==> config.mk <==
export PLATFORM = sky130hd
export DESIGN_NAME = digital_clock_param_flat
export DESIGN_NICKNAME = d
export VERILOG_FILES = /design/src/rtl/digital_clock_param_pkg.sv /design/src/rtl/digital_clock_param_if.sv /design/src/rtl/digital_clock_param_counter.sv /design/src/rtl/digital_clock_param.sv /design/src/flat_wrapper.sv
export SDC_FILE = /design/constraint.sdc
export NUM_CORES = 1
export LEC_CHECK = 0
export CAP_MARGIN = 25
export CELL_PAD_IN_SITES_DETAIL_PLACEMENT = 0
export CELL_PAD_IN_SITES_GLOBAL_PLACEMENT = 1
export CORE_MARGIN = 2
export CORE_UTILIZATION = 40
export CTS_BUF_LIST = sky130_fd_sc_hd__clkbuf_8 sky130_fd_sc_hd__clkbuf_16
export CTS_CLUSTER_DIAMETER = 60
export DETAILED_ROUTE_END_ITERATION = 8
export HOLD_SLACK_MARGIN = 0.03
export PLACE_DENSITY = 0.87
export SYNTH_ARGS = -nofsm -noshare
export SYNTH_HDL_FRONTEND = slang
export SYNTH_HIERARCHICAL = 1
export SYNTH_SLANG_ARGS = --single-unit
==> constraint.sdc <==
create_clock -name clk -period 4.8 [get_ports clk]
set_clock_uncertainty 0.15 [all_clocks]
set_input_delay 0.96 -clock clk [delete_from_list [all_inputs] [get_ports clk]]
set_output_delay 0.96 -clock clk [all_outputs]
set_load 0.005 [all_outputs]
==> src/rtl/digital_clock_param_pkg.sv <==
// Shared widths, limits and helpers for the real-time clock core.
package clock_pkg;

   localparam int SEC_W   = 6;
   localparam int MIN_W   = 6;
   localparam int HR_W    = 5;
   localparam int SEC_MAX = 59;
   localparam int MIN_MAX = 59;
   localparam int HR_MAX  = 23;

   // Converts an internal 0..23 hour to the 1..12 display form (midnight and noon show 12).
   function automatic logic [HR_W-1:0] to_12h(input logic [HR_W-1:0] h24);
      if (h24 == '0) begin
         return HR_W'(12);
      end else if (h24 > HR_W'(12)) begin
         return h24 - HR_W'(12);
      end else begin
         return h24;
      end
   endfunction

endpackage

==> src/rtl/digital_clock_param_if.sv <==
// Control/status bundle between the clock core and its user (display, alarm, set logic).
interface digital_clock_param_if;
   import clock_pkg::*;

   logic             run;
   logic             mode_12h;
   logic             set_valid;
   logic [HR_W-1:0]  set_hr;
   logic [MIN_W-1:0] set_min;
   logic [SEC_W-1:0] set_sec;
   logic             alm_valid;
   logic [HR_W-1:0]  alm_hr;
   logic [MIN_W-1:0] alm_min;
   logic             alm_en;
   logic             alm_ack;

   logic [SEC_W-1:0] sec;
   logic [MIN_W-1:0] min;
   logic [HR_W-1:0]  hr;
   logic             pm;
   logic             tick_1hz;
   logic             day_pulse;
   logic             set_err;
   logic             alarm;

   // The user side drives controls and observes time/status.
   modport master (
      output run, mode_12h, set_valid, set_hr, set_min, set_sec,
             alm_valid, alm_hr, alm_min, alm_en, alm_ack,
      input  sec, min, hr, pm, tick_1hz, day_pulse, set_err, alarm
   );

   // The clock core consumes controls and produces time/status.
   modport slave (
      input  run, mode_12h, set_valid, set_hr, set_min, set_sec,
             alm_valid, alm_hr, alm_min, alm_en, alm_ack,
      output sec, min, hr, pm, tick_1hz, day_pulse, set_err, alarm
   );

endinterface

==> src/rtl/digital_clock_param_counter.sv <==
// Loadable modulo counter; wrap flags the increment that rolls MAX back to zero so that
// instances can be chained into a carry ripple resolved within one edge.
module mod_counter #(
   parameter int W   = 6,
   parameter int MAX = 59
) (
   input  logic         clk,
   input  logic         rst,
   input  logic         load,
   input  logic [W-1:0] load_val,
   input  logic         inc,
   output logic [W-1:0] q,
   output logic         wrap
);

   assign wrap = inc && (q == W'(MAX));

   // Load beats increment; increment rolls over at MAX.
   always_ff @(posedge clk) begin
      if (!rst) begin
         q <= '0;
      end else if (load) begin
         q <= load_val;
      end else if (inc) begin
         q <= (q == W'(MAX)) ? '0 : q + W'(1);
      end
   end

endmodule

==> src/rtl/digital_clock_param.sv <==
// Real-time clock core: prescaler down to 1 Hz, hh:mm:ss counters, time load,
// 12/24-hour display decode and a latched hh:mm alarm.
module digital_clock_param
   import clock_pkg::*;
#(
   parameter int TICK_DIV = 50_000_000,
   parameter int DIV_W    = 26
) (
   input  logic                 clk,
   input  logic                 rst,
   digital_clock_param_if.slave bus
);

   logic [DIV_W-1:0] div_cnt;
   logic             tick_due;
   logic             advance;
   logic             set_ok;
   logic             set_bad;
   logic             alm_ok;
   logic             alm_bad;
   logic             alm_match;

   logic [SEC_W-1:0] sec_q;
   logic [MIN_W-1:0] min_q;
   logic [HR_W-1:0]  hr24_q;
   logic             sec_wrap;
   logic             min_wrap;
   logic             hr_wrap;

   logic [MIN_W-1:0] next_min;
   logic [HR_W-1:0]  next_hr;

   logic [HR_W-1:0]  alm_hr_q;
   logic [MIN_W-1:0] alm_min_q;
   logic             tick_q;
   logic             day_q;
   logic             err_q;
   logic             alarm_q;

   // Decode tick, load validity and the time the next tick would show.
   always_comb begin
      tick_due = bus.run && (div_cnt == DIV_W'(TICK_DIV - 1));
      set_ok   = bus.set_valid &&
                 (bus.set_hr  <= HR_W'(HR_MAX))  &&
                 (bus.set_min <= MIN_W'(MIN_MAX)) &&
                 (bus.set_sec <= SEC_W'(SEC_MAX));
      set_bad  = bus.set_valid && !set_ok;
      alm_ok   = bus.alm_valid &&
                 (bus.alm_hr  <= HR_W'(HR_MAX)) &&
                 (bus.alm_min <= MIN_W'(MIN_MAX));
      alm_bad  = bus.alm_valid && !alm_ok;
      advance  = tick_due && !set_ok;
      next_min = (min_q == MIN_W'(MIN_MAX)) ? '0 : min_q + MIN_W'(1);
      if (min_q == MIN_W'(MIN_MAX)) begin
         next_hr = (hr24_q == HR_W'(HR_MAX)) ? '0 : hr24_q + HR_W'(1);
      end else begin
         next_hr = hr24_q;
      end
      alm_match = advance && bus.alm_en &&
                  (sec_q == SEC_W'(SEC_MAX)) &&
                  (next_min == alm_min_q) &&
                  (next_hr == alm_hr_q);
   end

   // Prescaler: a time load restarts the second, stop simply freezes the count.
   always_ff @(posedge clk) begin
      if (!rst) begin
         div_cnt <= '0;
      end else if (set_ok) begin
         div_cnt <= '0;
      end else if (bus.run) begin
         div_cnt <= tick_due ? '0 : div_cnt + DIV_W'(1);
      end
   end

   mod_counter #(.W(SEC_W), .MAX(SEC_MAX)) u_sec (
      .clk      (clk),
      .rst      (rst),
      .load     (set_ok),
      .load_val (bus.set_sec),
      .inc      (advance),
      .q        (sec_q),
      .wrap     (sec_wrap)
   );

   mod_counter #(.W(MIN_W), .MAX(MIN_MAX)) u_min (
      .clk      (clk),
      .rst      (rst),
      .load     (set_ok),
      .load_val (bus.set_min),
      .inc      (sec_wrap),
      .q        (min_q),
      .wrap     (min_wrap)
   );

   mod_counter #(.W(HR_W), .MAX(HR_MAX)) u_hr (
      .clk      (clk),
      .rst      (rst),
      .load     (set_ok),
      .load_val (bus.set_hr),
      .inc      (min_wrap),
      .q        (hr24_q),
      .wrap     (hr_wrap)
   );

   // Status pulses are registered so they line up with the updated time.
   always_ff @(posedge clk) begin
      if (!rst) begin
         tick_q <= 1'b0;
         day_q  <= 1'b0;
         err_q  <= 1'b0;
      end else begin
         tick_q <= advance;
         day_q  <= hr_wrap;
         err_q  <= set_bad || alm_bad;
      end
   end

   // Alarm time registers accept only in-range values.
   always_ff @(posedge clk) begin
      if (!rst) begin
         alm_hr_q  <= '0;
         alm_min_q <= '0;
      end else if (alm_ok) begin
         alm_hr_q  <= bus.alm_hr;
         alm_min_q <= bus.alm_min;
      end
   end

   // Alarm latch: a fresh match wins over an acknowledge in the same cycle.
   always_ff @(posedge clk) begin
      if (!rst) begin
         alarm_q <= 1'b0;
      end else if (alm_match) begin
         alarm_q <= 1'b1;
      end else if (bus.alm_ack || !bus.alm_en) begin
         alarm_q <= 1'b0;
      end
   end

   assign bus.sec       = sec_q;
   assign bus.min       = min_q;
   assign bus.hr        = bus.mode_12h ? to_12h(hr24_q) : hr24_q;
   assign bus.pm        = (hr24_q >= HR_W'(12));
   assign bus.tick_1hz  = tick_q;
   assign bus.day_pulse = day_q;
   assign bus.set_err   = err_q;
   assign bus.alarm     = alarm_q;

endmodule

==> src/flat_wrapper.sv <==
// flat-port wrapper written by rule: the top's interface ports become plain ports
module digital_clock_param_flat import clock_pkg::*;
#(
   parameter int TICK_DIV = 50_000_000,
   parameter int DIV_W    = 26
)
  (clk, rst, bus_run, bus_mode_12h, bus_set_valid, bus_set_hr, bus_set_min, bus_set_sec, bus_alm_valid, bus_alm_hr, bus_alm_min, bus_alm_en, bus_alm_ack, bus_sec, bus_min, bus_hr, bus_pm, bus_tick_1hz, bus_day_pulse, bus_set_err, bus_alarm);
  digital_clock_param_if bus_i ();
  input  logic clk;
  input  logic rst;
  input wire logic [$bits(bus_i.run)-1:0] bus_run;
  input wire logic [$bits(bus_i.mode_12h)-1:0] bus_mode_12h;
  input wire logic [$bits(bus_i.set_valid)-1:0] bus_set_valid;
  input wire logic [$bits(bus_i.set_hr)-1:0] bus_set_hr;
  input wire logic [$bits(bus_i.set_min)-1:0] bus_set_min;
  input wire logic [$bits(bus_i.set_sec)-1:0] bus_set_sec;
  input wire logic [$bits(bus_i.alm_valid)-1:0] bus_alm_valid;
  input wire logic [$bits(bus_i.alm_hr)-1:0] bus_alm_hr;
  input wire logic [$bits(bus_i.alm_min)-1:0] bus_alm_min;
  input wire logic [$bits(bus_i.alm_en)-1:0] bus_alm_en;
  input wire logic [$bits(bus_i.alm_ack)-1:0] bus_alm_ack;
  output wire logic [$bits(bus_i.sec)-1:0] bus_sec;
  output wire logic [$bits(bus_i.min)-1:0] bus_min;
  output wire logic [$bits(bus_i.hr)-1:0] bus_hr;
  output wire logic [$bits(bus_i.pm)-1:0] bus_pm;
  output wire logic [$bits(bus_i.tick_1hz)-1:0] bus_tick_1hz;
  output wire logic [$bits(bus_i.day_pulse)-1:0] bus_day_pulse;
  output wire logic [$bits(bus_i.set_err)-1:0] bus_set_err;
  output wire logic [$bits(bus_i.alarm)-1:0] bus_alarm;
  assign bus_i.run = bus_run;
  assign bus_i.mode_12h = bus_mode_12h;
  assign bus_i.set_valid = bus_set_valid;
  assign bus_i.set_hr = bus_set_hr;
  assign bus_i.set_min = bus_set_min;
  assign bus_i.set_sec = bus_set_sec;
  assign bus_i.alm_valid = bus_alm_valid;
  assign bus_i.alm_hr = bus_alm_hr;
  assign bus_i.alm_min = bus_alm_min;
  assign bus_i.alm_en = bus_alm_en;
  assign bus_i.alm_ack = bus_alm_ack;
  assign bus_sec = bus_i.sec;
  assign bus_min = bus_i.min;
  assign bus_hr = bus_i.hr;
  assign bus_pm = bus_i.pm;
  assign bus_tick_1hz = bus_i.tick_1hz;
  assign bus_day_pulse = bus_i.day_pulse;
  assign bus_set_err = bus_i.set_err;
  assign bus_alarm = bus_i.alarm;
  digital_clock_param #(.TICK_DIV(TICK_DIV), .DIV_W(DIV_W)) u_core (.clk(clk), .rst(rst), .bus(bus_i));
endmodule
# Yosys cells after proc, flatten, opt, wreduce, memory -nomap -nowiden
# Index checks and enable logic that the tools add are counted.
[word_totals] reg_bits=58 inputBits=36 out_inout_bits=22 word_cells=72
[op_classes] n_addsub=5 n_lt_le_gt_ge=7 eq_ne=6 muxes=16 n_bitwise=1 n_reduce_logical=27
[ops] op="$mux 6" count=6
[ops] op="$mux 5" count=7
[ops] op="$add 26x1->26 const B" count=1
[ops] op="$eq 26x26->1 const B" count=1
[ops] op="$mux 26" count=1
[ops] op="$le 6x6->1 const B" count=3
[ops] op="$logic_and 1x1->1" count=16
[ops] op="$add 6x1->6 const B" count=2
[ops] op="$eq 6x6->1 const B" count=2
[ops] op="$le 5x5->1 const B" count=2
[ops] op="$reduce_bool 2->1" count=4
[ops] op="$eq 6x6->1" count=1
[ops] op="$add 5x1->5 const B" count=1
[ops] op="$eq 5x5->1" count=1
[ops] op="$eq 5x5->1 const B" count=1
[ops] op="$ge 5x4->1 const B" count=1
[ops] op="$gt 5x4->1 const B" count=1
[ops] op="$logic_not 5->1" count=1
[ops] op="$sub 5x4->5 const B" count=1
[ops] op="$logic_not 1->1" count=3
[ops] op="$logic_or 1x1->1" count=2
[ops] op="$mux 1" count=2
[ops] op="$reduce_or 2->1" count=1
[ops] op="$not 1->1" count=1

# Longest topological paths before layout
# Gate-level depths: netlist of the first run.
[logic_depth] word_depth=11 ltp_mapped=12 depth_no_buf=11

# Cells and area by module
# The synthesis of the first run kept the hierarchy.
[by_module_without_submodules] mod="digital_clock_param" instances=1 cells_each=277 area_each_um2=2377.3 seq_area_each_um2=820.8
[by_module_without_submodules] mod="mod_counter (u_core.u_min ...)" instances=2 cells_each=48 area_each_um2=385.4 seq_area_each_um2=120.1
[by_module_without_submodules] mod="mod_counter (u_core.u_hr)" instances=1 cells_each=34 area_each_um2=296.5 seq_area_each_um2=100.1

# Least setup slack after synthesis of the first run
# OpenSTA, ideal clock, no wires.
[synth_path] path_kind="in2reg" start="input bus_run" end="register u_core.u_hr.q[1]" setup_time_ns=0.114 arrival_time_ns=3.879 required_time_ns=4.536 setup_slack_ns=0.657 stages=12 path_buffers=1 path_cell_list="and4_1 > nand3_1 > or4_1 > buf_2 > nor2_1 > nand2_1 > nor3_1 > nand2_1 > nor3_1 > mux2_1 > mux2i_1 > nor2_1"
[synth_between] elab_chain_len=5
[synth_rtl] item="start: declaration" line="flat_wrapper.sv:11" text="input wire logic [$bits(bus_i.run)-1:0] bus_run;"
[synth_rtl] item="$logic_and 1x1->1" line="digital_clock_param.sv:42" text="tick_due = bus.run && (div_cnt == DIV_W'(TICK_DIV - 1));"
[synth_rtl] item="$logic_and 1x1->1" line="digital_clock_param.sv:52" text="advance = tick_due && !set_ok;"
[synth_rtl] item="named net u_core.advance" line="digital_clock_param.sv:16" text="logic advance;"
[synth_rtl] item="$logic_and 1x1->1" line="digital_clock_param_counter.sv:16" text="assign wrap = inc && (q == W'(MAX));"
[synth_rtl] item="named net u_core.sec_wrap" line="digital_clock_param.sv:26" text="logic sec_wrap;"
[synth_rtl] item="$logic_and 1x1->1" line="digital_clock_param_counter.sv:16"
[synth_rtl] item="named net u_core.min_wrap" line="digital_clock_param.sv:27" text="logic min_wrap;"
[synth_rtl] item="$reduce_bool 2->1 (no line)"
[synth_rtl] item="end signal: assignment" line="digital_clock_param_counter.sv:23" text="q <= load_val;"
[synth_rtl] item="end signal: assignment" line="digital_clock_param_counter.sv:25" text="q <= (q == W'(MAX)) ? '0 : q + W'(1);"
[synth_rtl] item="end: declaration" line="digital_clock_param_counter.sv:12" text="output logic [W-1:0] q,"
# The timed path passes the listed nets, and every way through them passes these cells.
# A chain may end at the register's enable or synchronous reset.

# Final worst setup path of the first run
# Same ends and word-level chain as after synthesis.

==> results of run 1 <==
-- registers in the layout, summed over array words and instances, names as in the netlist --
signal                cells
u_core/u_hr/q             5
u_core/u_sec/q            6
u_core/bus.alarm          1
u_core/bus.tick_1hz       1
u_core/alm_min_q          6
u_core/u_min/q            6
u_core/alm_hr_q           5
u_core/bus.day_pulse      1
u_core/div_cnt           26
u_core/bus.set_err        1
-- logic make-up (layout without fill, tap and decap cells) --
family / count (synthesis) / in the layout
AND/OR/NAND/NOR: 178 / 178
AO/OA/AOI/OAI: 70 / 70
flip-flops: 58 / 58
XOR/XNOR: 42 / 42
buffers and inverters: 32 / 102
multiplexers: 17 / 17
adder cells (fa/ha/maj): 10 / 10
-- per-stage QoR --
stage	instances	setup WS (ns)	instance area, sq um	hold slack, ns	utilization (%)
2_1_floorplan	407	0.657	3440	0.322	-
3_3_place_gp	566	0.484	4150	0.340	49.9
3_5_place_dp	566	0.458	4150	0.349	49.9
4_1_cts	582	0.835	4390	0.363	52.9
5_1_grt	582	0.597	4390	0.414	52.9
6_report	582	0.794	4390	0.353	52.9
-- cell usage after synthesis (all sizes together) (8+ instances only) --
master,count
a21oi,23
dfxtp,58
ha,10
inv,23
mux2i,15
nand2,29
nand3,24
nand4,14
nor2,53
nor2b,14
o21ai,8
xnor2,20
xor2,22
-- metal layers --
layer | GRT usage [%] | share of wire (%)
met1 | 24.3 | 50
met2 | 28.8 | 45
met4 | 6.83 | 1.3
met5 | 0 | 0
met3 | 4.84 | 4.5
-- cells in the final DEF, fill, tap and decap left out, types with 7 or more instances in the layout --
cell type | netlist | routed
sky130_fd_sc_hd__xor2_1 | 22 | 22
sky130_fd_sc_hd__dfxtp_1 | 58 | 58
sky130_fd_sc_hd__xnor2_1 | 20 | 20
sky130_fd_sc_hd__nor2b_1 | 14 | 14
sky130_fd_sc_hd__clkbuf_8 | 0 | 9
sky130_fd_sc_hd__mux2i_1 | 15 | 15
sky130_fd_sc_hd__nand3_1 | 21 | 21
sky130_fd_sc_hd__nand2_1 | 28 | 28
sky130_fd_sc_hd__o21ai_0 | 7 | 7
sky130_fd_sc_hd__inv_1 | 23 | 23
sky130_fd_sc_hd__nand4_1 | 14 | 14
sky130_fd_sc_hd__a21oi_1 | 23 | 23
sky130_fd_sc_hd__clkdlybuf4s50_1 | 0 | 57
sky130_fd_sc_hd__ha_1 | 10 | 10
sky130_fd_sc_hd__nor2_1 | 51 | 51
-- how the worst max path moves through the flow --
stage / from / end / slack [ns] / cells past startpoint
after floorplan: bus_run / u_core/u_hr/q[1]$_SDFFE_PN0P_ / 0.66 / 12
after global placement: bus_run / u_core/u_hr/q[1]$_SDFFE_PN0P_ / 0.48 / 14
after detailed placement: bus_run / u_core/u_hr/q[1]$_SDFFE_PN0P_ / 0.46 / 14
after CTS: bus_run / u_core/u_hr/q[1]$_SDFFE_PN0P_ / 0.84 / 14
after global routing: bus_run / u_core/u_hr/q[1]$_SDFFE_PN0P_ / 0.60 / 14
final: bus_run / u_core/u_hr/q[1]$_SDFFE_PN0P_ / 0.79 / 14
-- power groups by stage --
stage                     Combinational [uW]  Sequential [uW]  Clock (uW)
after floorplan                          101              535           0
after global routing                     198              539         603
final                                    180              536         567
after global placement                   176              545           0
after detailed placement                 179              546           0
after CTS                                180              535         579
-- final cells by class --
type / count / area (sq um) / area share [%]
multi-input combinational: 317 / 2150 / 48.9
sequential: 58 / 1160 / 26.4
timing repair buffer: 63 / 616 / 14.0
tap: 105 / 131 / 2.99
clock inverter: 7 / 125 / 2.85
clock buffer: 9 / 124 / 2.82
inverter: 23 / 86.3 / 1.96
-- critical path, stage by stage --
cell	delay, ns
sky130_fd_sc_hd__clkdlybuf4s50_1	0.58
sky130_fd_sc_hd__and4_1	0.27
sky130_fd_sc_hd__nand3_1	0.14
sky130_fd_sc_hd__or4_1	0.53
sky130_fd_sc_hd__nor2_1	0.16
sky130_fd_sc_hd__nand2_1	0.12
sky130_fd_sc_hd__nor3_1	0.16
sky130_fd_sc_hd__buf_4	0.18
sky130_fd_sc_hd__nand2_1	0.08
sky130_fd_sc_hd__nor3_1	0.21
sky130_fd_sc_hd__buf_4	0.21
sky130_fd_sc_hd__mux2_1	0.32
sky130_fd_sc_hd__mux2i_1	0.12
sky130_fd_sc_hd__nor2_1	0.05
==> out/summary.txt, run 1 <==
run status = completed
cell types with the largest area share after synthesis = sky130_fd_sc_hd__dfxtp_1 (34%), sky130_fd_sc_hd__xor2_1 (5.6%), sky130_fd_sc_hd__nor2_1 (5.6%)
clock sink total = 58
starting density of the core = 41.5%
I/O pin count = 58
final worst path period need = 4.01 ns
final sum of negative setup slack = 0 ns
proportion of total power due to net switching = 26.0%
pin slew with the least headroom to its limit = 0.559 ns
clk root buf = sky130_fd_sc_hd__clkbuf_8
num rows = 33
final hold violations = 0
total clock buffers created by CTS = 9
DRT antenna net count = 0
maximum fanout along the worst path = 8
worst relative slew slack = 62.7%
number of cells traversed by the worst hold path = 2
pwr/cell area = 292 nW/um^2
buffers added on ports = 57
GRT Residual Overflow = 0
Post-CTS Resized = 0
synthesis-stage register bit count = 58
Max VDD drop = 114 uV
setup repair after global routing missed its margin = no
drc violations = 0
die height = 96.8 um
count of yosys warnings during synthesis = 6
Flop pwr share = 41.8%
Max Cap Viol = 0
Arr. time, crit path = 4.10 ns
RD Place Congestion = 0.834
class of the most critical hold timing path = reg2reg
element type at the critical path start = input port
GRT Overall Usage = 18.4%
die span in x = 96.8 um
internal portion of total power = 948 uW
fraction of power consumed by the clock network = 44.2%
Register-to-Register Setup Slack = 1.56 ns
Wirelength per Cell = 14.5 um
initial detailed-routing violation count = 138
area of the core = 8300 sq um
number of enable flip-flop cells after synthesis = 0
detailed-placement wirelength estimate = 6.12 mm
# H-tree levels = 3
clock tree from TritonCTS = built
average vias per placed instance = 5.33
number of vias after detailed routing = 3104
endpoint of the worst register-to-register path = u_core/u_hr/q[1]$_SDFFE_PN0P_
via count of the first global-routing pass = 2955
area share of xor/xnor cells in the synthesized design = 10.7%
count of filler cells inserted in the layout = 774
origin of the critical flop-to-flop path = u_core/div_cnt[7]$_SDFFE_PP0P_
cell type with the largest total area after synthesis = sky130_fd_sc_hd__dfxtp_1
clock-pin slew of the registers on the worst-case setup and hold paths = 0.08 ns
max-slew violations = 0
count of hold buffers inserted by post-cts repair = 0
multiplexer fraction of the synthesized cell area = 5.01%
ratio of final minimum period to clock period = 83.5%
wire length of the first global-routing pass = 14.2 mm
compound-cell area share of the yosys netlist = 15.3%
number of nets in the final layout = 518
reported leakage power = 0.00162 uW
Synth Net Count = 453
clock latency at the later pin of the worst-skew pair = 0.35 ns
antenna diode count = 0
Async S/R FF share, synth = 0%
kind of critical path = in2reg
crit end category = flop
number of buffers added for setup after CTS = 0
synthesized instance count = 407
combinational family with the most area after synthesis = simple AND/OR/NAND/NOR gates
synthesis-to-layout area growth = 27.6%
number of buffers on the longest clock path = 2
sink of the worst hold path = u_core/bus.alarm$_SDFFE_PN0P_
post-synth design cell area = 3440 sq um
count of distinct cell types in the synthesized netlist = 62
data required time of the critical path = 4.90 ns
cells on worst reg2reg path = 13
arithmetic-cell share of the synthesized area counting full adders, half adders and majority gates = 3.63%
maximum number of pins on one net before global-route repair = 29
area fraction of the dominant cell type after synthesis = 33.7%
mean post-synth cell area = 8.46 sq um
sequential fraction of the synthesis area = 33.7%
net switching power of the design = 334 uW
highest clock frequency the design can meet = 250 MHz
Finish-stage setup viols = 0
number of detailed-route iterations in the first pass = 4
Die Area = 9370 sq um
Power Total = 1280 uW
Gate power share = 14.0%
primary flip-flop cell chosen by synthesis mapping = sky130_fd_sc_hd__dfxtp_1
origin of the worst min-delay path = u_core/bus.alarm$_SDFFE_PN0P_
simple-gate area share of the yosys netlist = 27.8%
antenna violations before repair = 0
total wire length = 8.41 mm
fraction of final layout cells sized beyond drive strength 1 = 9.22%
Power figures use the tool's default switching activity.
==> run 2: changes to the inputs <==
- CORE_UTILIZATION: 40 -> 36
- PLACE_DENSITY: 0.87 -> 0.83
- clock period: 4.8 -> 3.5 ns (I/O delays scaled with it)
==> out/summary.txt, run 2 (synthesis gave the netlist of run 1 again) <==
Largest delay share family, worst path = simple AND/OR/NAND/NOR gates (unchanged)
# H-tree levels = 3 (unchanged)
number of standard cells in the final layout excluding fillers = 611 (was 582)
cell breakdown of the critical path = clkdlybuf4s50_1 > and4_1 > nand3_1 > or4_1 > nor2_2 > nand2_1 > nor3_2 > nand2_1 > nor3_4 > buf_4 > nand3_1 > mux2i_1 > a21oi_1 (was clkdlybuf4s50_1 > and4_1 > nand3_1 > or4_1 > nor2_1 > nand2_1 > nor3_1 > buf_4 > nand2_1 > nor3_1 > buf_4 > mux2_1 > mux2i_1 > nor2_1)
Max Cap Viol = 0 (unchanged)
Finish-stage setup viols = 0 (unchanged)
maximum number of pins on one net before global-route repair = 29 (unchanged)
kind of critical path = in2reg (unchanged)
Placement Cell Area = 4230 sq um (was 4150 sq um)
most frequent cells in the layout = sky130_fd_sc_hd__dfxtp_1 (58), sky130_fd_sc_hd__clkdlybuf4s50_1 (57), sky130_fd_sc_hd__nor2_1 (50) (was sky130_fd_sc_hd__dfxtp_1 (58), sky130_fd_sc_hd__clkdlybuf4s50_1 (57), sky130_fd_sc_hd__nor2_1 (51))
number of flip-flops in the largest register = 26 (unchanged)
number of nets in the final layout = 523 (was 518)
number of vias after detailed routing = 3204 (was 3104)
count of filler cells inserted in the layout = 890 (was 774)
GRT Overall Usage = 17.6% (was 18.4%)
Die Area = 10400 sq um (was 9370 sq um)
ratio of final minimum period to clock period = 92.4%
max-slew violations = 0 (unchanged)
DRT antenna net count = 0 (unchanged)
initial detailed-routing violation count = 168 (was 138)
origin of the worst min-delay path = u_core/bus.alarm$_SDFFE_PN0P_ (unchanged)
num rows = 35 (was 33)
average vias per placed instance = 5.24 (was 5.33)
starting density of the core = 37.3% (was 41.5%)
clock tree from TritonCTS = built (unchanged)
antenna diode count = 0 (unchanged)
highest clock frequency the design can meet = 309 MHz
element type at the critical path start = input port (unchanged)
via count of the first global-routing pass = 3010 (was 2955)
Max VDD drop = 168 uV (was 114 uV)
Power Total = 1600 uW (was 1280 uW)
Top reg by flops = u_core/div_cnt (unchanged)
pin slew with the least headroom to its limit = 0.609 ns (was 0.559 ns)
total wire length = 8.75 mm (was 8.41 mm)
total clock buffers created by CTS = 9 (unchanged)
pwr/cell area = 362 nW/um^2 (was 292 nW/um^2)
max incr delay on CP = 0.53 ns (was 0.58 ns)
die span in x = 102 um (was 96.8 um)
die height = 102 um (was 96.8 um)
Arr. time, crit path = 3.35 ns (was 4.10 ns)
I/O pin count = 58 (unchanged)
setup repair after global routing missed its margin = no (unchanged)
synthesis-to-layout area growth = 28.6% (was 27.6%)
sink of the worst hold path = u_core/bus.alarm$_SDFFE_PN0P_ (unchanged)
cells on worst reg2reg path = 12 (was 13)
Register-to-Register Setup Slack = 0.61 ns (was 1.56 ns)
Wirelength per Cell = 14.3 um (was 14.5 um)
buffers added on ports = 57 (unchanged)
count of hold buffers inserted by post-cts repair = 0 (unchanged)
clk root buf = sky130_fd_sc_hd__clkbuf_8 (unchanged)
reported leakage power = 0.00164 uW (was 0.00162 uW)
clock sink total = 58 (unchanged)
cell type of the slowest stage on the worst timing path = sky130_fd_sc_hd__or4_1 (was sky130_fd_sc_hd__clkdlybuf4s50_1)
worst relative slew slack = 59.4% (was 62.7%)
run status = completed (unchanged)
post-route worst hold slack = 0.346 ns (was 0.353 ns)
crit end category = flop (unchanged)
maximum fanout along the worst path = 5 (was 8)
class of the most critical hold timing path = reg2reg (unchanged)
number of buffers added for setup after CTS = 0 (unchanged)
antenna violations before repair = 0 (unchanged)
fraction of final layout cells sized beyond drive strength 1 = 10.2% (was 9.22%)
number of cells traversed by the worst hold path = 2 (unchanged)
number of buffers on the longest clock path = 2 (unchanged)
commonest non-fill, non-tap cell in the layout = sky130_fd_sc_hd__dfxtp_1 (unchanged)
endpoint of the worst register-to-register path = u_core/u_hr/q[4]$_SDFFE_PN0P_ (was u_core/u_hr/q[1]$_SDFFE_PN0P_)
clock latency at the later pin of the worst-skew pair = 0.34 ns (was 0.35 ns)
area of the core = 9240 sq um (was 8300 sq um)
data required time of the critical path = 3.62 ns (was 4.90 ns)
number of detailed-route iterations in the first pass = 4 (unchanged)
final design area excluding fillers = 4430 sq um (was 4390 sq um)
RD Place Congestion = 0.888 (was 0.834)
wire length of the first global-routing pass = 14.7 mm (was 14.2 mm)
final hold violations = 0 (unchanged)
clock-pin slew of the registers on the worst-case setup and hold paths = 0.06 ns (was 0.08 ns)
drc violations = 0 (unchanged)
total placed cells including tap cells = 595 (was 566)
detailed-placement wirelength estimate = 6.39 mm (was 6.12 mm)
number of buffer and inverter instances along the worst setup path = 2 (was 3)
final worst path period need = 3.23 ns
origin of the critical flop-to-flop path = u_core/div_cnt[7]$_SDFFE_PP0P_ (unchanged)
GRT Residual Overflow = 0 (unchanged)
## run 2: repair_timing
action / 4_1_cts / 5_1_grt
gates resized for setup: 0 / 1
endpoints found under the hold margin: 0 / 0
endpoints found under the setup margin: 0 / 2
## run 2: layout make-up
cell class	count	area [sq um]	share of cell area [%]
multi-input combinational	317	2170	49.0
sequential	58	1160	26.2
timing repair buffer	68	653	14.7
tap	129	161	3.64
clock buffer	11	151	3.42
inverter	23	86.3	1.95
clock inverter	5	46.3	1.05
## run 2: worst max path at each step
stage,start,slack (ns),depth (start not counted),to
4_1_cts,bus_run,0.22,13,u_core/u_hr/q[4]$_SDFFE_PN0P_
5_1_grt,bus_run,0.06,12,u_core/u_hr/q[1]$_SDFFE_PN0P_
3_5_place_dp,bus_run,-0.12,13,u_core/u_hr/q[4]$_SDFFE_PN0P_
6_report,bus_run,0.27,13,u_core/u_hr/q[4]$_SDFFE_PN0P_
3_3_place_gp,bus_run,-0.02,13,u_core/u_hr/q[4]$_SDFFE_PN0P_
2_1_floorplan,bus_run,0.07,12,u_core/u_hr/q[1]$_SDFFE_PN0P_
## run 2: power breakdown
part           leakage, uW  total (uW)  internal [uW]  switching [uW]
combinational      0.00105         253            139             114
sequential        0.000473         733            685            48.4
clock             0.000113         618            359             259
total              0.00164        1600           1180             421
## run 2: per-layer routing
layer  global-route usage [%]  wire length [um]  part of all wire [%]  vias up
met4                     7.18               169                   1.9        0
met3                     2.74               459                   5.2       14
li1                         -                 -                     -     1598
met5                        0                 0                     0        -
met1                     24.7              4240                    48     1485
met2                     27.2              3880                    44      107
## run 2: worst reg2reg max path, stage by stage (launching register included)
cell and delay, ns:
sky130_fd_sc_hd__dfxtp_1 0.35, sky130_fd_sc_hd__nor4_1 0.30, sky130_fd_sc_hd__nand4_1 0.12, sky130_fd_sc_hd__or4_1 0.59, sky130_fd_sc_hd__nor2_2 0.13, sky130_fd_sc_hd__nand2_1 0.09, sky130_fd_sc_hd__nor3_2 0.16, sky130_fd_sc_hd__nand2_1 0.16
sky130_fd_sc_hd__nor3_4 0.20, sky130_fd_sc_hd__buf_4 0.18, sky130_fd_sc_hd__nand3_1 0.10, sky130_fd_sc_hd__mux2i_1 0.15, sky130_fd_sc_hd__a21oi_1 0.16
## run 2: through the flow
step | worst slack (ns) | util [%] | setup TNS [ns]
finish | 0.267 | 47.9 | 0
global route | 0.0572 | 47.9 | 0
CTS | 0.217 | 47.9 | 0
detailed placement | -0.121 | 45.7 | -0.320
global placement | -0.0241 | 45.7 | -0.0473
floorplan | 0.0654 | - | 0
